$ cat config.mk
export PLATFORM = sky130hd
export DESIGN_NAME = fpu_resp_router
export DESIGN_NICKNAME = d
export VERILOG_FILES = /design/src/rtl/fpu_resp_router.sv
export SDC_FILE = /design/constraint.sdc
export NUM_CORES = 1
export LEC_CHECK = 0
export BUFFER_PORTS_ARGS = -buffer_cell sky130_fd_sc_hd__buf_2
export CAP_MARGIN = 20
export CORE_ASPECT_RATIO = 1.25
export CORE_MARGIN = 2
export CORE_UTILIZATION = 54
export CTS_CLUSTER_SIZE = 8
export DETAILED_ROUTE_END_ITERATION = 10
export HOLD_SLACK_MARGIN = 0.03
export PLACE_DENSITY = 0.91
export SLEW_MARGIN = 20
export SYNTH_ARGS = -nofsm -noshare
export SYNTH_HDL_FRONTEND = slang
export SYNTH_SLANG_ARGS = --single-unit
$ cat constraint.sdc
create_clock -name clk -period 7.1 [get_ports clk]
set_input_delay 1.42 -clock clk [delete_from_list [all_inputs] [get_ports clk]]
set_output_delay 1.42 -clock clk [all_outputs]
set_load 0.02 [all_outputs]
$ cat src/rtl/fpu_resp_router.sv
// ============================================================================
// fpu_resp_router: in-order master-ID FIFO routing FPU results as one-hot
// registered response valids.                              Revision: 1.0
// ============================================================================
`default_nettype none

module fpu_resp_router #(
  parameter int unsigned NB_MASTERS = 8,
  parameter int unsigned ID_WIDTH   = 3,
  parameter int unsigned DATA_WIDTH = 32,
  parameter int unsigned FLAG_WIDTH = 5,
  parameter int unsigned DEPTH      = 4
) (
  input  logic                     clk,
  input  logic                     rst_n,
  input  logic                     req_valid_i,
  input  logic [ID_WIDTH-1:0]      req_id_i,
  output logic                     req_ready_o,
  input  logic                     fpu_valid_i,
  input  logic [DATA_WIDTH-1:0]    fpu_rdata_i,
  input  logic [FLAG_WIDTH-1:0]    fpu_flag_i,
  output logic [NB_MASTERS-1:0]    data_r_valid_o,
  output logic [DATA_WIDTH-1:0]    data_r_rdata_o,
  output logic [FLAG_WIDTH-1:0]    data_r_flag_o,
  output logic [$clog2(DEPTH):0]   outstanding_o,
  output logic                     err_o
);

  localparam int unsigned C_PTR_W = $clog2(DEPTH);
  localparam int unsigned C_CNT_W = C_PTR_W + 1;

  logic [ID_WIDTH-1:0]   r_fifo [DEPTH];
  logic [C_PTR_W-1:0]    r_wptr;
  logic [C_PTR_W-1:0]    r_rptr;
  logic [C_CNT_W-1:0]    r_count;
  logic [C_CNT_W-1:0]    w_count_nxt;
  logic                  r_err;
  logic [NB_MASTERS-1:0] r_valid;
  logic [DATA_WIDTH-1:0] r_rdata;
  logic [FLAG_WIDTH-1:0] r_flag;

  logic                  w_full;
  logic                  w_empty;
  logic                  w_pop;
  logic                  w_push;
  logic [ID_WIDTH-1:0]   w_pop_id;
  logic [NB_MASTERS-1:0] w_onehot;
  logic                  w_id_ok;
  logic                  w_err_evt;

  assign w_full   = (r_count == C_CNT_W'(DEPTH));
  assign w_empty  = (r_count == '0);
  assign w_pop    = fpu_valid_i && !w_empty;
  // A pop frees a slot in the same cycle, so a full FIFO still accepts a push.
  assign w_push   = req_valid_i && (!w_full || w_pop);
  assign w_pop_id = r_fifo[r_rptr];

  for (genvar gi = 0; gi < NB_MASTERS; gi++) begin : g_onehot
    assign w_onehot[gi] = (w_pop_id == ID_WIDTH'(gi));
  end

  // No bit matches when the stored ID is outside the master range.
  assign w_id_ok = |w_onehot;

  assign w_err_evt = (fpu_valid_i && w_empty)
                   || (req_valid_i && w_full && !w_pop)
                   || (w_pop && !w_id_ok);

  always_comb begin
    w_count_nxt = r_count;
    case ({w_push, w_pop})
      2'b10:   w_count_nxt = r_count + C_CNT_W'(1);
      2'b01:   w_count_nxt = r_count - C_CNT_W'(1);
      default: w_count_nxt = r_count;
    endcase
  end

  always_ff @(posedge clk or negedge rst_n) begin
    if (!rst_n) begin
      for (int i = 0; i < DEPTH; i++) begin
        r_fifo[i] <= '0;
      end
      r_wptr  <= '0;
      r_rptr  <= '0;
      r_count <= '0;
    end else begin
      if (w_push) begin
        r_fifo[r_wptr] <= req_id_i;
        r_wptr         <= r_wptr + C_PTR_W'(1);
      end
      if (w_pop) begin
        r_rptr <= r_rptr + C_PTR_W'(1);
      end
      r_count <= w_count_nxt;
    end
  end

  always_ff @(posedge clk or negedge rst_n) begin
    if (!rst_n) begin
      r_valid <= '0;
      r_rdata <= '0;
      r_flag  <= '0;
      r_err   <= 1'b0;
    end else begin
      r_valid <= (w_pop && w_id_ok) ? w_onehot : '0;
      if (w_pop) begin
        r_rdata <= fpu_rdata_i;
        r_flag  <= fpu_flag_i;
      end
      if (w_err_evt) begin
        r_err <= 1'b1;
      end
    end
  end

  assign req_ready_o    = !w_full || fpu_valid_i;
  assign outstanding_o  = r_count;
  assign data_r_valid_o = r_valid;
  assign data_r_rdata_o = r_rdata;
  assign data_r_flag_o  = r_flag;
  assign err_o          = r_err;

endmodule

`default_nettype wire

After elaboration in Yosys (flattened, before gate mapping)

Index checks and enable logic that the tools add are counted.

Flip-flop bits (word level): 65
Bits of input ports: 44
Output and inout bits: 50
Logic and storage cells: 58

$add $sub $neg: 4
Order comparisons: 3
Equality and inequality tests: 10
Multiplexer cells: 8
Bitwise logic cells: 2
Reduce and logical (&&, ||, !) cells: 20

Operators by type and width:

| kind                                                | count |
|---|---|
| == test 3 bit (second input constant)               | 5 |
| bitwise mux 12 bit                                  | 1 |
| 2-to-1 mux 3 bit                                    | 3 |
| logical AND 1 bit                                   | 8 |
| 2-to-1 mux 8 bit                                    | 1 |
| OR reduction 8 bit                                  | 1 |
| binary-select mux 3 bit (select 2 bit)              | 1 |
| demux 3 bit (select 2 bit)                          | 1 |
| == test 3 x 2 -> 1 bit (second input constant)      | 2 |
| >= comparator 3 bit (second input constant)         | 2 |
| zero test 3 bit                                     | 2 |
| NOT 2 -> 3 bit                                      | 2 |
| one-hot mux 3 bit (2 select lines)                  | 1 |
| adder 2 x 1 -> 2 bit (second input constant)        | 2 |
| zero test 1 bit                                     | 4 |
| logical OR 1 bit                                    | 4 |
| adder 3 x 1 -> 3 bit (second input constant)        | 1 |
| == test 3 x 1 -> 1 bit (second input constant)      | 1 |
| < comparator 3 x 1 -> 1 bit (second input constant) | 1 |
| subtractor 3 x 1 -> 3 bit (second input constant)   | 1 |
| == test 2 x 1 -> 1 bit (second input constant)      | 1 |
| == test 2 bit (second input constant)               | 1 |
| nonzero test 2 bit                                  | 1 |

Logic depth before layout (Yosys ltp)

Gate-level depths: netlist (run 1).

Word-level depth: 9
Gate-level depth with buffers: 9
Gate-level depth less buffers: 6

Least setup slack after synthesis (run 1)

OpenSTA, ideal clock, no wires.

Path type: input-to-output
Start: input port fpu_valid_i
End: output port req_ready_o
Arrival time: 2.248 ns
Data required time: 5.680 ns
Path slack: 3.432 ns
Stages on the path: 3
Cell sequence: buf_2 or4b_1 buf_6

Cells in the longest elaborated chain, start to end: 1

Ends and longest elaborated chain:

| element          | RTL line | RTL |
|---|---|---|
| start, declared  | 19       | `input logic fpu_valid_i,` |
| logical OR 1 bit | 116      | `assign req_ready_o = !w_full \|\| fpu_valid_i;` |
| end, declared    | 18       | `output logic req_ready_o,` |

Every way passes these cells.

Final worst setup path (run 1)

Same ends and word-level chain as after synthesis.

==> flow_summary.json, run 1 <==
{
  "synth_top_flop_cell": "dfrtp_1",
  "via_count": 1731,
  "synth_top_area_frac": 0.580,
  "grt_max_degree": 66,
  "synth_cell_types": 37,
  "max_freq_mhz": 250,
  "crit_type": "in2out",
  "multi_input_area_mm2": 0.00110,
  "coreArea_mm2": 0.00504,
  "maxCapViolCount": 0,
  "ys_warn_count": 0,
  "post_cts_resized": 0,
  "synth_cells": 186,
  "finalMaxSlewViolations": 0,
  "crit_fanout": 10,
  "final_hold_viol_count": 0,
  "peakVddDrop_v": 0.000288,
  "ys_seq_area_frac": 0.580,
  "hold_buffers": 0,
  "async_reset_ff_frac": 1.00,
  "power_switching_share": 0.353,
  "p_per_area_mw_per_mm2": 436,
  "wl_um": 4920,
  "setup_ws_ps": 3100,
  "worstMarginPinSlew_ps": 1010,
  "synth_area_per_cell_um2": 15.1,
  "net-switching-power_mw": 0.537,
  "place_area_mm2": 0.00329,
  "seq_area_mm2": 0.00163,
  "clockBufferDepth": 2,
  "cts.htree.levels": 3,
  "grt_pass1_wl_um": 7900,
  "p_clk_frac": 0.205,
  "outcome": "finished clean",
  "grt_usage": 0.189,
  "cts_sinks": 65,
  "hold_path.class": "reg2reg",
  "wire_per_inst_um": 14.2,
  "leakagePower_nw": 1.71,
  "cts_root_buffer": "clkbuf_8",
  "n_fill_cell": 358,
  "dieHeight_um": 84.5,
  "post-place-ws_ps": 3100,
  "dieArea_mm2": 0.00579,
  "fin_setup_tns_ps": 0,
  "portBuffers": 93,
  "grt_antenna_before_repair": 0,
  "pwr-share-comb": 0.396,
  "arrival_ps": 2580,
  "setup_viol": 0,
  "dp_hpwl_um": 3600,
  "cts_tree": "yes",
  "nets": 329,
  "viasPerCell": 4.99,
  "n_antenna_cell": 0,
  "postCtsSetupBuffers": 0,
  "die-width_um": 68.4,
  "cts_buffers": 9,
  "synth_top_area_cell": "dfrtp_1",
  "insertion_delay_ps": 330,
  "skew_ps": 9.90,
  "cp-end-kind": "primary output",
  "cts.clk_slew.worst_paths_ps": 70,
  "final_area_mm2": 0.00349,
  "synth_edf_count": 0,
  "area_growth_pct": 24.7,
  "synthesis.nets": 235,
  "ios": 94,
  "rows": 29,
  "overflow": 0,
  "crit_path_start_kind": "input port",
  "p_int_mw": 0.986,
  "drt_iter0_drc": 82,
  "rsz0062_at_grt": "false",
  "first_pass_iters": 4,
  "synth_seq_cells": 65,
  "final_layout_size_suffix_gt1_frac": 0.604,
  "synth.top_cells.by_area": "dfrtp_1 (58%), mux2_2 (15%), mux2_4 (6.4%), nand3_4 (2.5%), mux4_2 (2.4%)",
  "route.detailed.drc": 0,
  "p_seq_frac": 0.399,
  "maxSlewHeadroom": 0.324,
  "netlist_area_mm2": 0.00280,
  "grt_pass1_vias": 1699,
  "drtAntennaViolNets": 0,
  "crit_required_ps": 5680,
  "period_minus_slack_ps": 4000,
  "fin_crit_sh": 0.563,
  "initial_core_util": 0.556,
  "routabilityCongestion": 0.723
}
-- power by group through the flow --
stage	Clock, mW	Sequential (mW)	Combinational [mW]
after detailed placement	0	0.619	0.612
after global routing	0.339	0.631	0.654
after CTS	0.322	0.611	0.612
after floorplan	0	0.701	0.357
after global placement	0	0.605	0.591
final	0.312	0.608	0.603
-- cells in the final DEF (no fill, tap or decap), types with 3 or more instances in the layout --
| cell type | netlist | final |
|---|---|---|
| mux4_2 | 3 | 3 |
| nor2_1 | 9 | 9 |
| nand2b_1 | 4 | 4 |
| buf_2 | 7 | 93 |
| inv_1 | 4 | 4 |
| clkbuf_8 | 0 | 11 |
| nand3_4 | 4 | 4 |
| clkinv_2 | 0 | 3 |
| mux2_4 | 12 | 12 |
| mux2_2 | 37 | 37 |
| ha_1 | 4 | 4 |
| dfrtp_1 | 65 | 65 |
| nand2_1 | 4 | 4 |
-- state kept, by name, summed over array words and instances (netlist names) --
signal	cells
err_o	1
r_rptr	2
r_fifo	12
outstanding_o	3
data_r_flag_o	5
data_r_rdata_o	32
data_r_valid_o	8
r_wptr	2
-- per-layer routing --
| layer | vias to the layer above | GRT usage | wire [um] |
|---|---|---|---|
| met2 | 54 | 0.298 | 2510 |
| li1 | 837 | - | - |
| met3 | 7 | 0.0617 | 308 |
| met1 | 833 | 0.231 | 2010 |
| met5 | - | 0 | 0 |
| met4 | 0 | 0.0855 | 80 |
-- cells in the mapped netlist, types with 2 or more instances --
cell      count
buf_2         7
buf_6         2
clkbuf_1      2
dfrtp_1      65
ha_1          4
inv_1         4
mux2_2       37
mux2_4       12
mux2i_1       2
mux4_2        3
nand2_1       4
nand2b_1      4
nand3_4       4
nor2_1        9
nor2b_1       2
or2_2         2
xnor2_1       2
xor2_1        2
-- worst paths after layout --
| path | cells past startpoint | to | slack (ps) | start |
|---|---|---|---|---|
| worst max-delay path | 3 | req_ready_o | 3100 | fpu_valid_i |
| worst min-delay path | 1 | err_o | 480 | err_o |
| worst max register to register | 6 | outstanding_o[2] | 4250 | outstanding_o[0] |
| worst min register to register | 1 | err_o | 480 | err_o |
| max in group asynchronous | 2 | outstanding_o[1] | 5340 | rst_n |
| min in group asynchronous | 2 | data_r_rdata_o[15] | 1250 | rst_n |
-- cell type report --
class / count / share of cell area
clock buffer: 11 / 0.0433
clock inverter: 5 / 0.0154
inverter: 4 / 0.00430
multi-input combinational: 106 / 0.314
sequential: 65 / 0.465
tap: 62 / 0.0222
timing repair buffer: 94 / 0.135
-- stage by stage --
stage                     utilization  power [mW]  hold WS, ps  cells
after floorplan                     -        1.06          476    186
after global placement          0.652        1.20          460    331
after detailed placement        0.652        1.23          460    331
after CTS                       0.693        1.54          480    347
after global routing            0.693        1.62          490    347
final                           0.693        1.52          476    347
-- critical path: stages --
cell and delay [ps]:
buf_2 150, or4b_1 750, buf_2 260
-- cells by family (layout without fill, tap and decap cells) --
| group | after synthesis | in the layout | share of synthesized area |
|---|---|---|---|
| AO/OA/AOI/OAI | 10 | 10 | 0.0263 |
| flip-flops | 65 | 65 | 0.580 |
| AND/OR/NAND/NOR | 32 | 32 | 0.0790 |
| XOR/XNOR | 4 | 4 | 0.0125 |
| adder cells (fa/ha/maj) | 5 | 5 | 0.0250 |
| multiplexers | 55 | 55 | 0.248 |
| buffers and inverters | 15 | 114 | 0.0286 |
Power figures use the tool's default switching activity.
==> run 2: changes to the inputs <==
--- a/config.mk
+++ b/config.mk
@@ -9,11 +9,11 @@
 export CAP_MARGIN = 20
 export CORE_ASPECT_RATIO = 1.25
 export CORE_MARGIN = 2
-export CORE_UTILIZATION = 54
+export CORE_UTILIZATION = 50
 export CTS_CLUSTER_SIZE = 8
 export DETAILED_ROUTE_END_ITERATION = 10
 export HOLD_SLACK_MARGIN = 0.03
-export PLACE_DENSITY = 0.91
+export PLACE_DENSITY = 0.85
 export SLEW_MARGIN = 20
 export SYNTH_ARGS = -nofsm -noshare
 export SYNTH_HDL_FRONTEND = slang
==> constraint.sdc (replaced) <==
create_clock -name clk -period 4.05 [get_ports clk]
set_input_delay 0.81 -clock clk [delete_from_list [all_inputs] [get_ports clk]]
set_output_delay 0.81 -clock clk [all_outputs]
set_load 0.02 [all_outputs]
==> run 2 against run 1 <==
Global-route usage is 2.4 points lower; register-to-register slack worse by 2300 ps; critical path depth stayed put; via count is 0.12% lower; critical path type unchanged.
==> flow_summary.json, run 2 (synthesized netlist as in run 1, its figures left out) <==
{
  "outcome": "finished clean",
  "finalMaxSlewViolations": 0,
  "crit_family": "simple AND/OR/NAND/NOR gates",
  "critical_path.max_stage_delay_ps": 740,
  "leakagePower_nw": 1.72,
  "die-width_um": 71.0,
  "insertion_delay_ps": 340,
  "rows": 30,
  "period_minus_slack_ps": 2770,
  "postCtsSetupBuffers": 0,
  "cts.htree.levels": 3,
  "cts_sinks": 65,
  "fin_crit_sh": 0.684,
  "largest_reg_flops": 32,
  "setup_viol": 0,
  "worstRegToRegCells": 6,
  "reg2reg_to": "outstanding_o[2]",
  "cts_tree": "yes",
  "dieHeight_um": 87.7,
  "rsz0062_at_grt": "false",
  "initial_core_util": 0.519,
  "nets": 331,
  "whs_path_depth": 1,
  "rrSetupSlack_ps": 2000,
  "slowest_stage": "or4b_1",
  "crit_buf_inv": 2,
  "ios": 94,
  "hold_path.class": "reg2reg",
  "final_hold_viol_count": 0,
  "grt_antenna_before_repair": 0,
  "route.detailed.drc": 0,
  "fin_setup_tns_ps": 0,
  "p_per_area_mw_per_mm2": 770,
  "coreArea_mm2": 0.00541,
  "cp-end-kind": "primary output",
  "skew_ps": 14.6,
  "final_area_mm2": 0.00353,
  "crit_path_start_kind": "input port",
  "min_from": "err_o",
  "post-place-ws_ps": 1270,
  "viasPerCell": 4.93,
  "dp_hpwl_um": 3520,
  "cp_common_cell": "buf_2",
  "crit_required_ps": 3240,
  "peakVddDrop_v": 0.000394,
  "final_cell_mix": "buf_2 (93), dfrtp_1 (65), mux2_2 (37), mux2_4 (12)",
  "area_growth_pct": 26.1,
  "crit_type": "in2out",
  "crit_fanout": 10,
  "setup_ws_ps": 1280,
  "grt_max_degree": 42,
  "via_count": 1729,
  "clockBufferDepth": 2,
  "post_cts_resized": 0,
  "maxCapViolCount": 0,
  "portBuffers": 93,
  "maxSlewHeadroom": 0.517,
  "wire_per_inst_um": 13.7,
  "grt_usage": 0.165,
  "cts_root_buffer": "clkbuf_8",
  "cts.clk_slew.worst_paths_ps": 70,
  "first_pass_iters": 4,
  "dieArea_mm2": 0.00622,
  "wl_um": 4820,
  "place_area_mm2": 0.00331,
  "overflow": 0,
  "cts_buffers": 9,
  "crit_chain": "buf_2, or4b_1, buf_2",
  "routabilityCongestion": 0.713,
  "arrival_ps": 1960,
  "drtAntennaViolNets": 0,
  "n_antenna_cell": 0,
  "hold_buffers": 0,
  "holdPathEnd": "err_o",
  "grt_pass1_vias": 1611,
  "worstMarginPinSlew_ps": 724,
  "final_common_cell": "buf_2",
  "grt_pass1_wl_um": 7730,
  "final_layout_size_suffix_gt1_frac": 0.606,
  "r2r-start": "outstanding_o[0]",
  "drt_iter0_drc": 58,
  "max_freq_mhz": 361
}
run 2: cell count changes in the layout (fill, tap and decap cells not counted), sizes merged:
cell and delta:
buf +2, clkinv -1, bufinv +1, clkbuf -2
inv +1, clkinvlp +1
run 2: worst register-to-register path: cells and delay by family, from the launching register on:
kind            cells  cell delay (ps)
flops               1              530
simple gates        2              540
compound gates      3              460
fa+ha+maj           1              390
run 2: worst max-delay path by stage:
stage,startpoint,to,slack (ps),cells past startpoint
floorplan,fpu_valid_i,outstanding_o[2],1280,9
global placement,fpu_valid_i,req_ready_o,1290,3
detailed placement,fpu_valid_i,req_ready_o,1270,3
CTS,fpu_valid_i,req_ready_o,1270,3
global route,fpu_valid_i,req_ready_o,1240,3
finish,fpu_valid_i,req_ready_o,1280,3
run 2: stage by stage:
stage | util | hold WS (ps) | total power [mW] | std cells
4_1_cts | 0.654 | 492 | 2.77 | 351
5_1_grt | 0.654 | 506 | 2.89 | 351
6_report | 0.654 | 487 | 2.72 | 351
3_3_place_gp | 0.612 | 462 | 2.11 | 335
3_5_place_dp | 0.612 | 469 | 2.15 | 335
2_1_floorplan | - | 476 | 1.85 | 186
run 2: layer usage:
layer,wire [um],share of wire,track usage
met1,1990,0.41,0.206
met2,2420,0.50,0.258
met3,309,0.064,0.0529
met4,101,0.021,0.0875
met5,0,0,0
run 2: layout make-up:
| cell class | instances | area (um2) |
|---|---|---|
| flip-flops and latches | 65 | 1630 |
| clock inverters | 7 | 103 |
| fillers | 416 | 1870 |
| clock buffers | 9 | 124 |
| repair buffers | 96 | 488 |
| well taps | 64 | 80.1 |
| multi-input cells | 106 | 1100 |
| inverters | 4 | 15.0 |
run 2: report_power, final:
part	total, mW	switching (mW)	internal [mW]	leakage, nW
sequential	1.06	0.164	0.895	0.774
clock	0.605	0.254	0.351	0.110
combinational	1.06	0.539	0.520	0.836
total	2.72	0.957	1.77	1.72
